`config.mk`:
```
export PLATFORM = sky130hd
export DESIGN_NAME = bp_be_fe_cmd_arbiter
export DESIGN_NICKNAME = d
export VERILOG_FILES = /design/src/rtl/bp_be_fe_cmd_arbiter.sv
export SDC_FILE = /design/constraint.sdc
export NUM_CORES = 1
export LEC_CHECK = 0
export CELL_PAD_IN_SITES_DETAIL_PLACEMENT = 1
export CELL_PAD_IN_SITES_GLOBAL_PLACEMENT = 1
export CORE_MARGIN = 2
export CORE_UTILIZATION = 35
export CTS_BUF_LIST = sky130_fd_sc_hd__clkbuf_8
export DETAILED_ROUTE_END_ITERATION = 10
export GPL_ROUTABILITY_DRIVEN = 0
export HOLD_SLACK_MARGIN = 0.1
export PLACE_DENSITY_LB_ADDON = 0.1
export SYNTH_ARGS = -nofsm -noshare
export SYNTH_HDL_FRONTEND = slang
export SYNTH_SLANG_ARGS = --single-unit
```
`constraint.sdc`:
```
create_clock -name clk_i -period 5.8 [get_ports clk_i]
set_input_delay 1.16 -clock clk_i [delete_from_list [all_inputs] [get_ports clk_i]]
set_output_delay 1.16 -clock clk_i [all_outputs]
set_load 0.01 [all_outputs]
```
`src/rtl/bp_be_fe_cmd_arbiter.sv`:
```
// Fixed-priority arbiter feeding a small FIFO that buffers backend->frontend commands.
// The FIFO drains to the FE via a valid/yumi handshake.
module bp_be_fe_cmd_arbiter #(
  parameter int unsigned cmd_width_p = 64,
  parameter int unsigned num_req_p   = 3,
  parameter int unsigned els_p       = 4
) (
  input  logic                               clk_i,
  input  logic                               reset_i,
  input  logic [num_req_p-1:0]               req_v_i,
  input  logic [num_req_p*cmd_width_p-1:0]   req_cmd_i,
  output logic [num_req_p-1:0]               req_grant_o,
  input  logic                               flush_i,
  output logic [cmd_width_p-1:0]             fe_cmd_o,
  output logic                               fe_cmd_v_o,
  input  logic                               fe_cmd_yumi_i,
  output logic                               full_o,
  output logic                               empty_o,
  output logic [$clog2(els_p+1)-1:0]         count_o
);

  localparam int unsigned cnt_w = $clog2(els_p + 1);
  localparam int unsigned ptr_w = $clog2(els_p);

  logic [cmd_width_p-1:0] mem [els_p];
  logic [ptr_w-1:0]       rd_ptr;
  logic [ptr_w-1:0]       wr_ptr;
  logic [cnt_w-1:0]       count_r;
  logic [cmd_width_p-1:0] wr_cmd;
  logic                   blocked;
  logic                   enq;
  logic                   deq;

  // Lowest index wins; a full FIFO, flush or reset blocks every grant.
  always_comb begin
    req_grant_o = '0;
    wr_cmd      = '0;
    blocked     = full_o | flush_i | reset_i;
    for (int unsigned i = 0; i < num_req_p; i++) begin
      if (req_v_i[i] && !blocked) begin
        req_grant_o[i] = 1'b1;
        wr_cmd         = req_cmd_i[i*cmd_width_p +: cmd_width_p];
        blocked        = 1'b1;
      end
    end
  end

  assign enq = |req_grant_o;
  assign deq = fe_cmd_yumi_i & ~empty_o & ~flush_i;

  assign full_o     = (count_r == cnt_w'(els_p));
  assign empty_o    = (count_r == '0);
  assign fe_cmd_v_o = ~empty_o;
  assign fe_cmd_o   = mem[rd_ptr];
  assign count_o    = count_r;

  // Flush and reset share the same clearing path.
  always_ff @(posedge clk_i) begin
    if (reset_i || flush_i) begin
      rd_ptr  <= '0;
      wr_ptr  <= '0;
      count_r <= '0;
    end else begin
      if (enq) wr_ptr <= wr_ptr + ptr_w'(1);
      if (deq) rd_ptr <= rd_ptr + ptr_w'(1);
      case ({enq, deq})
        2'b10:   count_r <= count_r + cnt_w'(1);
        2'b01:   count_r <= count_r - cnt_w'(1);
        default: count_r <= count_r;
      endcase
    end
  end

  // Storage carries no reset; validity comes from count_r.
  always_ff @(posedge clk_i) begin
    if (enq) mem[wr_ptr] <= wr_cmd;
  end

  always_ff @(posedge clk_i) begin
    if (!reset_i) begin
      assert ($onehot0(req_grant_o));
      assert (count_r <= cnt_w'(els_p));
      assert (!(fe_cmd_yumi_i && empty_o));
    end
  end

endmodule

```
Word-level counts from Yosys, hierarchy flattened. Memories as Yosys holds them, arrays and structs flattened. A register that Yosys moved wholly into a read port is not among the register bits. Index checks and enable logic that the tools add are counted. Widths: inputs -> output; s select.

Add/sub/neg operators: 4. Equal/unequal tests: 3. Multiplexer cells: 13. Bitwise logic cells: 6. Reductions and logical operators: 10.

Operators by type and width (number): $mux 64 (3); $mux 1 (7); $pmux 3 s2 (1); $add 2x1->2 const B (2); $mux 2 (2); $add 3x1->3 const B (1); $eq 3x3->1 const B (1); $logic_and 1x1->1 (3); $logic_not 1->1 (3); $logic_not 3->1 (1); $reduce_or 3->1 (1); $sub 3x1->3 const B (1); $and 1x1->1 (2); $eq 2x1->1 const B (1); $eq 2x2->1 const B (1); $not 1->1 (2); $or 1x1->1 (2); $reduce_bool 2->1 (1); $logic_or 1x1->1 (1).

Register bits after elaboration: 7. RAM bits: 256. Output and inout port bits: 73. Logic and storage cells: 40. Memories: 1.

Memories: mem (words 4, bits a word 64, rd ports 1, clocked after memory_dff 1, write ports 1, line 25) `logic [cmd_width_p-1:0] mem [els_p];`.

Depth between registers and ports, before layout.
Word-level depth: 15. Depth in mapped cells: 10. Depth with buffers taken out: 9.

Worst setup path after synthesis. OpenSTA, ideal clock, no wires.

Path type: input to register. From: input reset_i. To: memory mem[0][0], enable pin. Data arrival time: 3.450 ns. Data required time: 5.371 ns. Path slack: 1.922 ns. Stages on the path: 4. Buffers on the path: 1. Path through: or2_2 buf_2 nor3_1 and2_1.

Word-level cells in the longest chain between the ends: 13. Elaborated cells between the ends (all ways): 15. Classes of those cells: mux: 7; bitwise: 1; reduce/logical: 7.

Ends and longest elaborated chain: from (decl) (line 9) `input logic reset_i,`; $or 1x1->1 * (line 38) `blocked = full_o | flush_i | reset_i;`; $logic_not 1->1 (line 40) `if (req_v_i[i] && !blocked) begin`; $logic_and 1x1->1 (line 40); $mux 1 (line 40); $logic_not 1->1 (line 40); $logic_and 1x1->1 (line 40); $mux 1 (line 40); $logic_not 1->1 (line 40); $logic_and 1x1->1 (line 40); $mux 1 (line 40); $reduce_or 3->1 * (line 48) `assign enq = |req_grant_o;`; $mux 1 * (line 76) `if (enq) mem[wr_ptr] <= wr_cmd;`; $mux 1 (not written as such) * (line 76); to (decl) (line 25).

Mark *: on every way between the ends. The rest lies on a longest branch, timed or not.

==> summary.txt <==
Status
  – Status: complete, no violations

STA
  – Fin crit period: 4100 ps
  – Count of pins over their slew limit: 0
  – Unrepaired setup endpoints after global routing: no
  – Worst-Margin Slew: 1030 ps
  – Tightest hold margin: around 500 ps
  – Final hold viol count: 0
  – Ratio of final minimum period to clock period: 70.8%
  – Setup violations, final: 0
  – Max Freq: 244 MHz
  – Final TNS setup: 0 ps
  – Final Skew: roughly 11 ps
  – Slew headroom: 31.2%

Placed design
  – HPWL after detailed placement: 18.1 mm
  – IO Port Bufs: approximately 270
  – Dpl cells: 1255

CTS
  – TritonCTS clock tree: yes
  – Post-cts repair resize count: 0
  – Hold_buf cts: 0
  – H-tree levels: 2
  – Root buf cell: clkbuf_8
  – Worst-Skew Late Latency: 530 ps
  – CTS clk-pin slew, worst paths: 60 ps
  – CTS buffer count: 45
  – Clock Sinks: between 200 and 300
  – Number of buffers added for setup after CTS: 0
  – Clock Path Buffers: 3

Routing
  – Remaining DRCs: 0
  – DRT Pass-1 Iters: 4
  – Via count: around 7000
  – WL/cell: 21.6 um
  – Initial DRC Count: approximately 400
  – Vias per cell: 5.20
  – Final ANT Viol Nets: 0
  – DRT Wirelength: just under 30 mm

Setup path
  – CP Cell Sequence: buf_4 > mux4_2 > clkdlybuf4s50_1
  – CP Data Arrival Time: 2940 ps
  – Critical Path RT: 4640 ps
  – Largest stage delay, worst path: 920 ps
  – Worst setup SP type: register
  – Crit end category: output pin
  – Slowest CP cell: dfxtp_4
  – Crit-path max FO: 42
  – Worst Path Buf+Inv: 2
  – Family with the most delay on the worst path: buffers and inverters
  – Reg2reg start: count_o[0]
  – WS Path Type: reg -> out

Run
  – Max Cap Viol: 0

Layout
  – Fin util: 47.5%
  – Fillers: 3041
  – Area growth syn-to-layout: 34.6%
  – Fraction of layout cells with a size suffix above 1: 14.5%
  – Non-Filler Instances: 1338
  – Fin nets: 1105

Synthesis
  – Post-synth EDFFs: approximately 260
  – Netlist cell types: 30
  – Yosys top cell by area: edfxtp_1
  – Count leader, synth: edfxtp_1
  – Average size of a mapped cell: 17.7 um^2
  – Mapped Area: 11000 um^2
  – Most frequent cells after synthesis: edfxtp_1, nor2_1, nor3_1
  – Seq/Total Area, Yosys: 71.2%
  – Top cell type's share of synthesized area: 69.6%
  – #FFs+latches synth: 265
  – Syn Nets: 830
  – Synth top area cells: edfxtp_1, mux4_2, a221oi_1
  – Async SR Flop Fraction: 0%
  – Predominant post-synthesis flop cell: edfxtp_1
  – Cells after synthesis: ~630
  – Yosys Warn Count: 0

Power
  – VDD IR max: 0.000141 V
  – Sw Ratio: 22.1%
  – Power per cell area: approximately 270 nW/um^2
  – Tot Pwr: just under 4 mW
  – Flop pwr share: around 54%
  – Proportion of power drawn by the clock network: 37.0%
  – Switch Pwr: 875 uW
  – Power Internal: roughly 3.1 mW
  – Gate power share: 9.0%
  – Leakage: between 4 and 5 nW

Worst hold path
  – Hold path start: rd_ptr[1]
  – Worst Hold Class: reg -> reg

Floorplanning
  – Die ar.: 33000 um^2
  – Core Region: 31300 um^2
  – Core Rows: 65
  – Initial Util: 35.3%
  – Die H: 182 um
  – Die width: 182 um
  – I/O Pins: roughly 270

Global route
  – Initial antenna violation count: 2
  – Vias in the first global route: around 7700
  – Global route overflow: 0
  – First-pass GRT wire length: 43.9 mm
  – Largest net degree at the start of global routing: 65
  – Total track usage: roughly 17%
==> stage by stage <==
stage / setup WS [ps] / cell area, um^2
after floorplan: 1920 / 11000
after global placement: 1790 / 14100
after detailed placement: 1740 / 14100
after CTS: 1520 / 14900
after global routing: 1430 / 14900
final: 1700 / 14900
==> sequential cells by signal (all words and copies together), names as in the netlist, named ones only <==
register / flops
rd_ptr: 2
count_o: 3
mem: 256
wr_ptr: 2
==> worst paths after layout <==
kind | slack, ps | endpoint | cells past startpoint
hold / removal | 500 | register | 2
setup / recovery | 1700 | fe_cmd_o[36] | 3
setup reg to reg | 3420 | mem[1][46] | 3
hold reg to reg | 500 | register | 2
==> final cells by class <==
cell class	count	area [um^2]	area share, %
clock inverters	34	133	0.892
repair buffers	278	2760	18.5
clock buffers	48	661	4.44
diodes	1	2.50	0.0168
multi-input cells	302	2910	19.6
flip-flops and latches	265	7880	53.0
well taps	402	503	3.38
inverters	8	30.0	0.202
==> kinds of logic after synthesis <==
family / after synthesis / share of synthesized area (%)
buf+inv: 58 / 2.57
simple gates: 154 / 6.59
mux: 64 / 13.0
flops: 265 / 71.2
fa+ha+maj: 6 / 0.748
xor+xnor: 2 / 0.159
compound gates: 76 / 5.66
==> worst reg2reg max path, cell delays in order (launching register included) <==
cell	delay, ps
dfxtp_1	460
nor3b_4	110
nor3_1	460
and2_4	910
==> metal layers <==
layer	vias up	global-route usage, %	wire [um]
met5	-	0	0
met4	0	4.98	543
li1	3147	-	-
met3	46	2.97	1250
met2	196	31.3	15100
met1	3571	21.9	12100
==> cells in the final DEF (no fill, tap or decap), drive strengths merged, types with 3 or more instances in the layout <==
cell type and instances:
nor3b 3, a21oi 6, clkinv 12, mux4 64
inv 29, buf 9, clkdlybuf4s50 269, o21ai 4
or3 4, ha 5, dfxtp 9, clkbuf 48
a221oi 64, nor3 67, edfxtp 256, and2 4
nor2 70
==> power groups by stage <==
stage | clock [mW] | sequential, mW | combinational [mW]
floorplan | 0 | 2.18 | 0.139
global placement | 0 | 2.18 | 0.350
detailed placement | 0 | 2.18 | 0.361
CTS | 1.52 | 2.14 | 0.362
global route | 1.59 | 2.15 | 0.386
finish | 1.47 | 2.14 | 0.356
Power figures use the tool's default switching activity.
